$ cat src/rtl/vdec_hs_pkg.sv
// Shared definitions for the HS decoder CRC checker: mode encodings,
// payload lengths, CRC polynomial and checker FSM states.
package vdec_hs_pkg;

  // hs_mode encodings; any mode with bit 1 set is an AGCH check
  localparam logic [1:0] HS_P1 = 2'b00;
  localparam logic [1:0] HS_P2 = 2'b01;
  localparam logic [1:0] HS_AG = 2'b10;

  // Payload lengths covered by the CRC
  localparam int PAY_P2 = 21;
  localparam int PAY_AG = 6;

  // x^16 + x^12 + x^5 + 1
  localparam logic [15:0] CRC16_POLY = 16'h1021;

  typedef enum logic [2:0] {
    ST_IDLE,
    ST_RD_PAY,
    ST_RD_CRC,
    ST_DRAIN,
    ST_DONE
  } crc_state_t;

endpackage

$ cat src/rtl/vdec_crc16_ser.sv
// One-bit-per-cycle CRC-16 LFSR (MSB-first, initial value 0, no final
// inversion). Shared with the SER stage.
module vdec_crc16_ser
  import vdec_hs_pkg::*;
(
  input  logic        clk,
  input  logic        rst,
  input  logic        clr,
  input  logic        en,
  input  logic        d,
  output logic [15:0] crc
);

  logic fb;

  assign fb = crc[15] ^ d;

  // Shift one data bit into the LFSR when enabled; clear wins over enable
  always_ff @(posedge clk) begin
    // NOTE: state registers use non-blocking assignments so every flop in the
    // design samples its inputs before any of them update.
    if (rst || clr) begin
      crc <= '0;
    end else if (en) begin
      crc <= {crc[14:0], 1'b0} ^ (fb ? CRC16_POLY : 16'h0000);
    end
  end

endmodule

$ cat src/rtl/vdec_hs_crc.sv
// Bit-serial CRC-16 checker for HS-SCCH part2 and AGCH blocks. Reads the
// payload and received CRC from the traceback bit buffer, recomputes the
// CRC, applies the UE mask and reports a registered match.
module vdec_hs_crc #(
  parameter int PAY_P2 = vdec_hs_pkg::PAY_P2,
  parameter int PAY_AG = vdec_hs_pkg::PAY_AG,
  parameter int AW     = 6
) (
  input  logic          clk,
  input  logic          rst,
  input  logic          crc_start,
  input  logic [1:0]    hs_mode,
  input  logic          agch_crc_sel,
  input  logic [15:0]   ue_id,
  input  logic [15:0]   ernti_pri,
  input  logic [15:0]   ernti_sec,
  output logic          rd_en,
  output logic [AW-1:0] rd_addr,
  input  logic          rd_data,
  output logic          crc_done,
  output logic          crc_match,
  output logic          crc_busy
);

  import vdec_hs_pkg::*;

  crc_state_t    state;
  logic [AW-1:0] last_pay;   // address of the final payload bit (N-1)
  logic [AW-1:0] last_crc;   // address of the final CRC bit (N+15)
  logic [15:0]   mask;
  logic [15:0]   rx;
  logic [15:0]   rx_next;
  logic [15:0]   lfsr;
  logic          data_vld;   // rd_data carries a requested bit this cycle
  logic          data_crc;   // that bit belongs to the received CRC field
  logic          start_acc;
  logic          lfsr_en;

  assign start_acc = crc_start && (state == ST_IDLE);
  assign lfsr_en   = data_vld && !data_crc;
  // The last CRC bit arrives in the same cycle the result is registered,
  // so the comparator looks at rx with that bit already shifted in.
  assign rx_next   = {rx[14:0], rd_data};

  vdec_crc16_ser u_crc (
    .clk (clk),
    .rst (rst),
    .clr (start_acc),
    .en  (lfsr_en),
    .d   (rd_data),
    .crc (lfsr)
  );

  // Control FSM, address counter, mask latch, rx shift register and result
  always_ff @(posedge clk) begin
    if (rst) begin
      state     <= ST_IDLE;
      rd_en     <= 1'b0;
      rd_addr   <= '0;
      crc_done  <= 1'b0;
      crc_match <= 1'b0;
      crc_busy  <= 1'b0;
      data_vld  <= 1'b0;
      data_crc  <= 1'b0;
      rx        <= '0;
      mask      <= '0;
      last_pay  <= '0;
      last_crc  <= '0;
    end else begin
      data_vld <= rd_en;
      data_crc <= (state == ST_RD_CRC);
      crc_done <= 1'b0;
      if (data_vld && data_crc) begin
        rx <= rx_next;
      end

      case (state)
        ST_IDLE: begin
          if (crc_start) begin
            crc_match <= 1'b0;
            crc_busy  <= 1'b1;
            rd_addr   <= '0;
            rx        <= '0;
            if (hs_mode == HS_P1) begin
              // No payload to check: report a miss right away
              crc_done <= 1'b1;
              state    <= ST_DONE;
            end else if (hs_mode == HS_P2) begin
              mask     <= ue_id;
              last_pay <= AW'(PAY_P2 - 1);
              last_crc <= AW'(PAY_P2 + 15);
              rd_en    <= 1'b1;
              state    <= ST_RD_PAY;
            end else begin
              mask     <= agch_crc_sel ? ernti_sec : ernti_pri;
              last_pay <= AW'(PAY_AG - 1);
              last_crc <= AW'(PAY_AG + 15);
              rd_en    <= 1'b1;
              state    <= ST_RD_PAY;
            end
          end
        end

        ST_RD_PAY: begin
          if (rd_addr == last_pay) begin
            state <= ST_RD_CRC;
          end
          rd_addr <= rd_addr + AW'(1);
        end

        ST_RD_CRC: begin
          if (rd_addr == last_crc) begin
            rd_en <= 1'b0;
            state <= ST_DRAIN;
          end else begin
            rd_addr <= rd_addr + AW'(1);
          end
        end

        ST_DRAIN: begin
          crc_done  <= 1'b1;
          crc_match <= ((lfsr ^ mask) == rx_next);
          state     <= ST_DONE;
        end

        ST_DONE: begin
          crc_busy <= 1'b0;
          state    <= ST_IDLE;
        end

        default: begin
          state <= ST_IDLE;
        end
      endcase
    end
  end

endmodule
$ cat config.mk
export PLATFORM = sky130hd
export DESIGN_NAME = vdec_hs_crc
export DESIGN_NICKNAME = d
export VERILOG_FILES = /design/src/rtl/vdec_hs_pkg.sv /design/src/rtl/vdec_crc16_ser.sv /design/src/rtl/vdec_hs_crc.sv
export SDC_FILE = /design/constraint.sdc
export NUM_CORES = 1
export LEC_CHECK = 0
export BUFFER_PORTS_ARGS = -buffer_cell sky130_fd_sc_hd__buf_2
export CAP_MARGIN = 20
export CORE_MARGIN = 4
export CORE_UTILIZATION = 45
export CTS_BUF_LIST = sky130_fd_sc_hd__clkbuf_16
export DETAILED_ROUTE_END_ITERATION = 8
export PLACE_DENSITY = 0.71
export SLEW_MARGIN = 10
export SYNTH_ARGS = -nofsm -noshare
export SYNTH_HDL_FRONTEND = slang
export SYNTH_SLANG_ARGS = --single-unit
$ cat constraint.sdc
create_clock -name clk -period 1.75 [get_ports clk]
set_input_delay 0.0875 -clock clk [delete_from_list [all_inputs] [get_ports clk]]
set_output_delay 0.0875 -clock clk [all_outputs]
set_load 0.1 [all_outputs]
# Word-level counts from Yosys, hierarchy flattened
# Index checks and enable logic that the tools add are counted.
[totals]
ff_bits = 75
input_bits = 55
output_inout_bits = 10
word_cells = 75
[classes]
addsub = 1
eq_ne = 13
mux = 27
bitwise = 4
reduce_logical = 17
[ops]
columns = ["cell", "count"]
rows = [
  ["2-to-1 mux 16 bit", 5],
  ["bitwise XOR 16 bit", 2],
  ["2-to-1 mux 6 bit", 3],
  ["one-hot mux 6 bit (3 select lines)", 1],
  ["== test 16 bit", 1],
  ["2-to-1 mux 13 bit", 1],
  ["== test 6 bit", 2],
  ["2-to-1 mux 3 bit", 4],
  ["one-hot mux 3 bit (4 select lines)", 1],
  ["AND reduction 3 bit", 3],
  ["!= test 2 bit (second input constant)", 4],
  ["one-hot mux 1 bit (2 select lines)", 4],
  ["2-to-1 mux 1 bit", 7],
  ["adder 6 x 1 -> 6 bit (second input constant)", 1],
  ["== test 3 x 2 -> 1 bit (second input constant)", 2],
  ["nonzero test 2 bit", 3],
  ["2-to-1 mux 5 bit", 1],
  ["AND reduction 2 bit", 2],
  ["AND reduction 4 bit", 1],
  ["== test 3 x 1 -> 1 bit (second input constant)", 1],
  ["== test 3 bit (second input constant)", 1],
  ["logical AND 1 bit", 3],
  ["logical NOT 3 bit", 1],
  ["nonzero test 3 bit", 1],
  ["7 further kinds", 7],
]

# Logic depth before layout (Yosys ltp)
[depth]
ltp_word = 4
ltp_mapped = 7
depth_no_buf = 5

# Hierarchy
# From an unflattened synthesis, not the netlist that was laid out.
[hier_totals]
cells_unflattened = 370
hier_area_um2 = 3189.3
[by_module_without_submodules]
columns = ["mod", "n_inst", "cells_per_inst", "area_each_um2", "seq_area_each_um2"]
rows = [
  ["vdec_hs_crc", 1, 310, 2556.2, 980.9],
  ["vdec_crc16_ser", 1, 60, 633.1, 320.3],
]

# Worst setup path before layout
# Ideal clock, no wire load.
[synth_timing]
path_kind = "register to register"
from = "register rd_addr[0]"
to = "register state[1]"
setup_time_ps = 79
arrival_time_ps = 2035
t_required_ps = 1671
path_slack_ps = -364
path_stages_with_launch = 6
n_path_buf = 0
synth_period_minus_slack_ps = 2114
path_cell_list = "dfxtp_1 -> xor2_1 -> nor4_2 -> nor3b_2 -> nand2b_1 -> a211oi_2"
[synth_between]
elab_chain_len = 3
word_cells_on_any_way = 5
classes_between = "eq/ne (4); reduce/logical (1)"
[synth_lines]
columns = ["element", "line_no", "text"]
rows = [
  ["start: declaration", "vdec_hs_crc.sv:18", "output logic [AW-1:0] rd_addr,"],
  ["start signal: assignment", "vdec_hs_crc.sv:108", "rd_addr <= rd_addr + AW'(1);"],
  ["start signal: assignment", "vdec_hs_crc.sv:116", "rd_addr <= rd_addr + AW'(1);"],
  ["== test 6 bit, on equally long branches", "vdec_hs_crc.sv:105, vdec_hs_crc.sv:112", ""],
  ["!= test 2 bit (no source line) or != test 2 x 1 -> 1 bit (tied branches)", "-", ""],
  ["AND reduction 3 bit (no source line) *", "-", ""],
  ["end signal: assignment", "vdec_hs_crc.sv:99", "state <= ST_RD_PAY;"],
  ["end signal: assignment", "vdec_hs_crc.sv:106", "state <= ST_RD_CRC;"],
  ["end signal: assignment", "vdec_hs_crc.sv:114", "state <= ST_DRAIN;"],
  ["end: declaration", "vdec_hs_crc.sv:27", "crc_state_t state;"],
]
# Mark *: on every way between the ends. The rest lies on a longest branch, timed or not.
# A chain may end at the register's enable or synchronous reset.

# Worst setup path in the final report
[layout_timing]
from = "register state[1]"
to = "register rd_addr[5]"
[layout_between]
elab_chain_len = 3
word_cells_on_any_way = 8
classes_between = "eq/ne (4); mux (1); reduce/logical (3)"
[layout_lines]
columns = ["element", "line_no", "text"]
rows = [
  ["start signal: assignment", "vdec_hs_crc.sv:57", "state <= ST_IDLE;"],
  ["start signal: assignment", "vdec_hs_crc.sv:87", "state <= ST_DONE;"],
  ["start signal: assignment", "vdec_hs_crc.sv:93", "state <= ST_RD_PAY;"],
  ["== test 3 x 2 -> 1 bit (tied with other cells)", "vdec_hs_crc.sv:77", "case (state)"],
  ["!= test 2 bit (no source line) or nonzero test 3 bit (tied branches)", "-", ""],
  ["AND reduction 3 bit (no source line)", "-", ""],
]
# Parallel ways exist; a longest one is shown, timed or not.

==> metrics.txt <==
Worst Hold Margin 0.0464 ns; final hold violations 0; CP peak stage delay 0.60 ns; Compound-Gate Fraction of Synth Area 16.2%; DP HPWL 5390 µm; CTS Root Buffer Type clkbuf_16; WL/cell 13.7 µm; Hold Buf Count CTS 0; Max VDD drop 509 µV; drt via density 5.10; CTS tree yes; Post-Syn Instances 383; Placed Area 0.00356 mm²; Area Overhead vs Synth 20.0%; sequential power share 42.1%; sequential element share of the synthesized area 41.0%; total CTS buffers 9; switching portion of total power 28.4%; Synth Area in Simple Gates 21.6%; worst path arrival time 1.78 ns; Finished Core Util 55.8%; Setup TNS 0 ns; final setup violation count 0; Hold Path Class in -> reg; vias post-DR 2752; area leader, netlist dfxtp_1; FF+latch area 0.00131 mm²; main combinational cell family by area after synthesis simple AND/OR/NAND/NOR gates; Cell variety after synth 45; core area 0.00683 mm²; Tmin final 1.56 ns; PortBufs 64; H-tree levels 3; Ys Warns 0; fin. max-slew vios 0; async set or reset register ratio after synthesis 0%; die area 0.00846 mm²; cells on worst reg2reg path 4; fill cell count 666; # Post-CTS Setup Buffers 0; Max Cap Viol 0; vias in the first global route 2651; total gr overflow 0; drt drc 0; adder-cell share of the synthesized area 0.394%; TritonCTS Sinks 65; post-route design area 0.00381 mm²; f_max 643 MHz; Max FO, Critical Path 9; area of the multi-input gates 0.00174 mm²; Tcrit/Tclk final 88.9%; logic gate share of total power 19.2%; skew final 0.00403 ns; worst slew pin tran 0.613 ns; I/O pin count 65; clk buf depth 2; WHS Path Cells 3; CP cell instances nand2b_4, a21oi_2, a41oi_1, a311oi_1; largest net degree at the start of global routing 32; Rel. slew slack 59.1%; initial cell density of the core 46.5%; post-synthesis xor/xnor area fraction 11.0%; area fraction of the dominant cell type after synthesis 41.0%; average size of a mapped cell 8.29 µm²; reg2reg start state[1]; most common cell after layout, fill and taps aside nand2_1; # rows 30; dominant synthesized flop cell dfxtp_1; Layout Nets 495; FF+latch count, synth 65; Critical Path RT 1.98 ns; status completed; type of origin of the critical path flop; clock network power share 38.7%; switching power 1110 µW; die span in x 92.0 µm; R2R setup slack 0.19 ns; mux cell area share after synthesis 5.36%; Synth area leaders dfxtp_1 41%, a21oi_1 8.7%, nand2_1 7.9%; CP max-delay cell dfxtp_1; placed insts 524; Post-synth EDFFs 0; Worst-path clk slew 0.05 ns; gr usage total 18.4%; Crit Path Class reg -> reg; endpoint type of the worst setup path flop; Antenna Cells 0; Leakage 0.00157 µW; PD cells 1030 mW/mm²; die height 92.0 µm; Post-DRT Antenna Nets 0; Mapped Area 0.00318 mm²; end of the critical path rd_addr[5]; Critical R2R Capture rd_addr[5]; syn_nets 439; GPL Wtd Cong 0.821; initial antenna violation count 0; final wirelength 7420 µm; clock latency on the worst-skew pair 0.32 ns; Critical Path Start state[1]; Non-Filler Instances 540; most frequent cells in the layout 67 x nand2_1, 64 x buf_2, 59 x dfxtp_1; share of layout cells above drive strength 1 22.7%; starting DRC count in detailed routing 195; P_int 2800 µW; Pre-antenna DRT Iters 4; unrepaired setup endpoints after global routing no; first-pass GRT wire length 12500 µm; # resized after CTS 0
==> power by group through the flow <==
stage               Combinational, µW  Sequential, µW  Clock (µW)
floorplan                         508            1730           0
global placement                  734            1680           0
detailed placement                752            1680           0
CTS                               756            1650        1540
global route                      827            1660        1620
finish                            752            1650        1510
==> metrics by stage <==
step	total power, µW	setup WS, ns
6_report	3910	0.195
5_1_grt	4110	0.0285
4_1_cts	3940	0.198
3_5_place_dp	2430	0.193
3_3_place_gp	2410	0.280
2_1_floorplan	2230	0.000886
==> layout make-up <==
type | instances | share of cell area [%]
inverters | 1 | 0.0985
clock inverters | 7 | 0.755
clock buffers | 9 | 5.91
repair buffers | 71 | 10.1
well taps | 96 | 3.15
multi-input cells | 291 | 45.6
flip-flops and latches | 65 | 34.4
==> kinds of logic after synthesis <==
family | Yosys count
simple gates | 145
compound gates | 88
flops | 65
xor+xnor | 40
buf+inv | 27
mux | 17
fa+ha+maj | 1
==> sequential cells by signal, summed over array words and instances, names as in the netlist, 2 cells and up <==
name,flops
state,3
rx,15
u_crc.crc,16
last_crc,2
mask,16
rd_addr,6
==> layer usage <==
metal	wire length [µm]	vias to the layer above	track usage, %
met4	136	0	8.29
met1	3460	1242	23.6
met5	0	-	0
met3	436	11	3.86
li1	-	1413	-
met2	3390	86	29.7
==> worst min-delay path by stage <==
| stage | startpoint | to | slack [ns] |
|---|---|---|---|
| after floorplan | rd_data | rx[0] | 0.22 |
| after global placement | rd_data | rx[0] | 0.37 |
| after detailed placement | rd_data | rx[0] | 0.38 |
| after CTS | rd_data | rx[0] | 0.04 |
| after global routing | rd_data | rx[0] | 0.08 |
| final | rd_data | rx[0] | 0.05 |
==> critical path, delay by kind of cell (launching register included) <==
kind / cells / cell delay, ns
compound gates: 3 / 0.74
flops: 1 / 0.60
simple gates: 1 / 0.12
==> Yosys cell counts, types with 2 or more instances <==
master	number
clkbuf_8	2
nand2_1	67
mux2i_1	17
nor2_1	47
nor2_4	2
nor3_1	3
xor2_1	20
nand3b_1	2
xnor2_1	20
a31o_2	2
nand4_1	3
o22ai_1	16
dfxtp_1	65
a21oi_1	55
buf_4	2
a211oi_1	2
o21ai_0	2
nor2b_1	2
nand2b_1	3
buf_2	7
nand2b_4	2
a311oi_1	2
a41oi_1	2
nand3_1	4
clkbuf_1	14
(Power assumes the default switching activity.)
